--- src/rtl/pc_call_stack.sv ---
// Hack program counter with a hardware return-address stack for CALL/RET.
// Optional macro PC_ERR_TRAP_EN redirects call-while-full / ret-while-empty to TRAP_ADDR.
module pc_call_stack #(
    parameter int WIDTH     = 16,
    parameter int DEPTH     = 8,
    parameter int TRAP_ADDR = 0
) (
    input  logic                       clk,
    input  logic                       reset_n,
    input  logic [WIDTH-1:0]           in,
    input  logic                       load,
    input  logic                       inc,
    input  logic                       call,
    input  logic                       ret,
    input  logic                       err_clr,
    output logic [WIDTH-1:0]           out,
    output logic [WIDTH-1:0]           top,
    output logic [$clog2(DEPTH+1)-1:0] depth,
    output logic                       full,
    output logic                       empty,
    output logic                       overflow,
    output logic                       underflow
);
    localparam int DW = $clog2(DEPTH+1);

    if (DEPTH < 2 || TRAP_ADDR < 0) begin : g_param_check
        $error("pc_call_stack: DEPTH must be >= 2 and TRAP_ADDR non-negative");
    end

    logic [WIDTH-1:0] pc_reg, pc_next;
    logic [DW-1:0]    depth_reg, depth_next;
    logic             overflow_reg, overflow_next;
    logic             underflow_reg, underflow_next;
    logic [WIDTH-1:0] stack_reg [DEPTH];

    logic [WIDTH-1:0] pc_plus1;
    logic [WIDTH-1:0] top_value;
    logic             full_now, empty_now;
    logic             push;
    logic             overflow_set, underflow_set;

    assign pc_plus1  = pc_reg + WIDTH'(1);
    assign full_now  = (depth_reg == DW'(DEPTH));
    assign empty_now = (depth_reg == '0);

    // Top-of-stack mux; indexing by depth-1 directly would need a narrower index.
    always_comb begin
        top_value = '0;
        for (int i = 0; i < DEPTH; i++) begin
            if (depth_reg == DW'(i + 1)) top_value = stack_reg[i];
        end
    end

    always_comb begin
        pc_next       = pc_reg;
        depth_next    = depth_reg;
        push          = 1'b0;
        overflow_set  = 1'b0;
        underflow_set = 1'b0;
        if (load) begin
            pc_next = in;
        end else if (call) begin
            if (full_now) begin
                overflow_set = 1'b1;
`ifdef PC_ERR_TRAP_EN
                pc_next = WIDTH'(TRAP_ADDR);
`else
                pc_next = in;
`endif
            end else begin
                push       = 1'b1;
                depth_next = depth_reg + DW'(1);
                pc_next    = in;
            end
        end else if (ret) begin
            if (empty_now) begin
                underflow_set = 1'b1;
`ifdef PC_ERR_TRAP_EN
                pc_next = WIDTH'(TRAP_ADDR);
`else
                pc_next = pc_plus1;
`endif
            end else begin
                depth_next = depth_reg - DW'(1);
                pc_next    = top_value;
            end
        end else if (inc) begin
            pc_next = pc_plus1;
        end
        // An error event in the same cycle as err_clr wins.
        overflow_next  = overflow_set  | (overflow_reg  & ~err_clr);
        underflow_next = underflow_set | (underflow_reg & ~err_clr);
    end

    always_ff @(posedge clk or negedge reset_n) begin
        if (!reset_n) begin
            pc_reg        <= '0;
            depth_reg     <= '0;
            overflow_reg  <= 1'b0;
            underflow_reg <= 1'b0;
            for (int i = 0; i < DEPTH; i++) stack_reg[i] <= '0;
        end else begin
            pc_reg        <= pc_next;
            depth_reg     <= depth_next;
            overflow_reg  <= overflow_next;
            underflow_reg <= underflow_next;
            for (int i = 0; i < DEPTH; i++) begin
                if (push && depth_reg == DW'(i)) stack_reg[i] <= pc_plus1;
            end
        end
    end

    assign out       = pc_reg;
    assign top       = top_value;
    assign depth     = depth_reg;
    assign full      = full_now;
    assign empty     = empty_now;
    assign overflow  = overflow_reg;
    assign underflow = underflow_reg;
endmodule

--- config.mk ---
export PLATFORM = sky130hd
export DESIGN_NAME = pc_call_stack
export DESIGN_NICKNAME = d
export VERILOG_FILES = /design/src/rtl/pc_call_stack.sv
export SDC_FILE = /design/constraint.sdc
export NUM_CORES = 1
export LEC_CHECK = 0
export CAP_MARGIN = 20
export CORE_MARGIN = 2
export CORE_UTILIZATION = 40
export DETAILED_ROUTE_END_ITERATION = 8
export PLACE_DENSITY = 0.65
export SLEW_MARGIN = 20
export SYNTH_ARGS = -nofsm -noshare
export SYNTH_HDL_FRONTEND = slang
export SYNTH_SLANG_ARGS = --single-unit
--- constraint.sdc ---
create_clock -name clk -period 2.6 [get_ports clk]
set_input_delay 0.52 -clock clk [delete_from_list [all_inputs] [get_ports clk]]
set_output_delay 0.52 -clock clk [all_outputs]
set_load 0.01 [all_outputs]
==> results.md <==
* Number of nets still failing antenna checks after routing at 0
* Total non-filler cell area in the finished layout at a little under 10000 um2
* Count of state elements after synthesis at 150
* Part of the power in combinational logic at between 40% and 50%
* Area of the mapped netlist at just over 7000 um2
* Worst Setup Start Kind: register
* Largest fanout of any net on the critical path at 7
* Final core utilization at around 56%
* Top-area cell type share of the netlist area at between 50% and 60%
* Final estimated routing congestion in global placement at between 0.8 and 0.9
* Post-Route Setup TNS at -3.738 ns
* Max transition margin at just under 50%
* Global-route wire length before repair at between 30 and 40 mm
* Simple-gate portion of the synthesized area at about 16%
* Post-route clock period utilization at 111.3%
* Clock Root Buffer: sky130_fd_sc_hd__clkbuf_16
* Distinct cell type count after synthesis at 67
* Per-cell via count in the routed design at 5.551
* Share of final-layout standard cells stronger than drive strength 1 at 27.79%
* Leading cell types by count after synthesis: 150 x sky130_fd_sc_hd__dfrtp_1, 133 x sky130_fd_sc_hd__o21ai_0, 132 x sky130_fd_sc_hd__nand2_1
* Max FFs per register at between 100 and 150
* Clk network pwr share at a little under a fifth
* TritonCTS buffer count at 17
* Internal Pwr Total at 7.607 mW
* Worst slack at placement at -0.3820 ns
* Yosys warning count at 0
* Clock input transition at the sequential cells of the worst setup and hold paths at 0.06 ns
* Violations in the final reports: negative setup slack
* Number of H-tree levels at 4
* Post-placement cell area at roughly 8600 um2
* GRT Residual Overflow at 0
* Most frequent cell after synthesis: sky130_fd_sc_hd__dfrtp_1
* Filler Cell Count at between 1500 and 2000
* Slowest Stage Delay on Critical Path at between 0.4 and 0.5 ns
* Minimum clock period at roughly 2.9 ns
* Full die area at roughly 19000 um2
* Buf/Inv on CP at 4
* Maxcap violations at 0
* Core outline area at roughly 18000 um2
* Die height at 138.3 um
* Post-synth top flop: sky130_fd_sc_hd__dfrtp_1
* Clock Skews at roughly 0.0097 ns
* Num rows at 49
* Overall power at 12.54 mW
* Unrepaired setup endpoints after global routing: true
* First-iteration detailed-routing DRC count at around 530
* Net switching power figure at just under 5 mW
* Endpoint kind of the worst setup timing path: output pin
* TritonRoute pass-1 iters at 5
* Least-Margin Pin Slew at around 0.77 ns
* Clock insertion delay at the later pin of the skew report at around 0.44 ns
* Arrival time at the worst endpoint at 2.37 ns
* Cells along the critical path: buf_6 > ha_4 > buf_12 > or2_4 > buf_12 > a221oi_4 > nor3_2 > a211o_1 > buf_2
* Largest family of logic cells by synthesized area: compound AO/OA/AOI/OAI gates
* PwrDens at ~1300 nW/um2
* Sequential share of power at between 30% and 40%
* Count of endpoints failing hold in the final timing report at 0
* Count of vias placed by the detailed router at 6445
* Drc violations at 0
* Antenna violations before repair at 0
* Fraction of registers with async set/reset at 100.0%
* Critical-path top delay cell: sky130_fd_sc_hd__dfrtp_1
* Number of buffers inserted by port buffering at 62
* CP required at 2.08 ns
* Crit Path Class: reg -> out
* Cell leakage power at 4.409 nW
* CTS tree: done
* Number of enable-type register cells in the synthesized netlist at 0
* Avg Inst Size Synth at around 9.4 um2
* Area added between synthesis and finish at 37.39%
* Cell type group with the largest total delay on the critical path: buffers and inverters
* Mux cell area share after synthesis at between 1.5 and 2%
* Sink Count at 150
* Share of total power consumed by net switching at 39.32%
* Die Wd at between 100 and 150 um
* Net Count, Synth at 792
* WL final at 22.32 mm
* Number of top-level pins at 63
* Highest attainable clock frequency at between 300 and 400 MHz
* Total number of nets in the final design at ~950
* Class of the tightest hold or removal check: in -> async
* Largest net degree at the start of global routing at 62
* Diode insertion count for antenna repair at 0
* Total half-perimeter wirelength after legalization and detailed placement at about 15 mm
* Outcome: complete, but fails checks
* Fraction of the mapped netlist area in compound gates at 22.36%
* Synthesized netlist cell count at 764
* Max VDD drop at about 820 uV
* Starting density of the core at around two fifths
* Post-synth top area cell: sky130_fd_sc_hd__dfrtp_1
* Final setup violation count at 17
* Number of pins exceeding their max-slew limit in the final report at 0
* Fraction of the mapped netlist area in adder cells at less than 1%
* Tot GR Track Use at between 20% and 30%
* Most frequent cell on the critical path: sky130_fd_sc_hd__buf_12
* CTS Hold Bufs at 0
* DR WL/cell at slightly below 20 um
* Maximum count of clock buffers along a single path at 2
* Xor-xnor portion of the synthesized cell area at 2.428%
* Dominant cells by area after synthesis: sky130_fd_sc_hd__dfrtp_1 52%, sky130_fd_sc_hd__o21ai_0 9.2%, sky130_fd_sc_hd__nand2_1 6.9%
* Final WS setup at -0.2943 ns
* Sequential cell area fraction in the yosys report at a little over half
* Via count of the first global-routing pass at around 6400
## through the flow
step	cells	hold WS (ns)
floorplan	764	0.2244
global placement	1090	0.4566
detailed placement	1090	0.4674
CTS	1160	0.09542
global route	1161	0.1189
finish	1161	0.07080
## cell type report
class	instances	area, um2	area share (%)
Clock buffer	17	425.4	4.292
Sequential cell	150	3754	37.87
Timing Repair Buffer	193	1714	17.29
Inverter	15	65.06	0.6564
Multi-Input combinational cell	542	3517	35.48
Clock inverter	15	150.1	1.515
Tap cell	229	286.5	2.891
## power by group through the flow
stage          logic, mW  clock network [mW]  registers, mW
5_1_grt             6.54                2.55           4.17
3_5_place_dp        4.75                   0           3.98
2_1_floorplan       2.60                   0           3.81
3_3_place_gp        4.66                   0           3.96
6_report            6.07                2.40           4.07
4_1_cts             5.74                2.44           4.01
## final timing paths
| kind | from | end | slack, ns | cells past startpoint |
|---|---|---|---|---|
| max in group asynchronous | reset_n | stack_reg[107] | 1.81 | 2 |
| min in group clk | stack_reg[78] | stack_reg[78] | 0.48 | 2 |
| max | depth[1] | top[8] | -0.29 | 9 |
| min reg2reg | stack_reg[78] | stack_reg[78] | 0.48 | 2 |
| max reg2reg | depth[0] | out[1] | -0.25 | 18 |
| min | reset_n | out[2] | 0.07 | 1 |
## what timing repair did
| item | in CTS | in global routing |
|---|---|---|
| resized for setup | 157 | 27 |
| pin swaps | 38 | 24 |
| setup endpoints to repair | 18 | 20 |
| buffers inserted | 42 | 7 |
## cell usage in the layout (no fill, tap or decap), types with 7 or more instances in the layout
cell,n
sky130_fd_sc_hd__inv_1,10
sky130_fd_sc_hd__nand2_1,131
sky130_fd_sc_hd__a21oi_1,29
sky130_fd_sc_hd__xnor2_1,9
sky130_fd_sc_hd__inv_8,7
sky130_fd_sc_hd__nand3b_1,10
sky130_fd_sc_hd__nor2b_1,10
sky130_fd_sc_hd__a22oi_1,7
sky130_fd_sc_hd__buf_6,30
sky130_fd_sc_hd__o21ai_0,123
sky130_fd_sc_hd__nor2_1,34
sky130_fd_sc_hd__dfrtp_1,150
sky130_fd_sc_hd__buf_4,98
sky130_fd_sc_hd__a211o_1,9
sky130_fd_sc_hd__a221oi_2,12
sky130_fd_sc_hd__xor2_1,11
sky130_fd_sc_hd__buf_2,14
sky130_fd_sc_hd__nand3_1,13
sky130_fd_sc_hd__mux2_2,8
sky130_fd_sc_hd__o21ai_1,20
sky130_fd_sc_hd__clkdlybuf4s50_1,43
sky130_fd_sc_hd__clkbuf_16,17
## metal layers
layer / up-vias / GRT usage [%] / wire, um / share of wire (%)
li1: 3018 / - / - / -
met1: 3165 / 31.65 / 9711 / 44
met2: 220 / 37.55 / 10600 / 48
met3: 42 / 6.269 / 1442 / 6.5
met4: 0 / 8.163 / 560 / 2.5
met5: - / 0 / 0 / 0
## logic make-up (layout without fill, tap and decap cells)
family                   count (synthesis)  after routing
buffers and inverters                   72            240
AND/OR/NAND/NOR                        242            242
adder cells (fa/ha/maj)                  5              5
flip-flops                             150            150
XOR/XNOR                                20             20
AO/OA/AOI/OAI                          265            265
multiplexers                            10             10
Note: power is estimated with default switching activity, not from simulation.
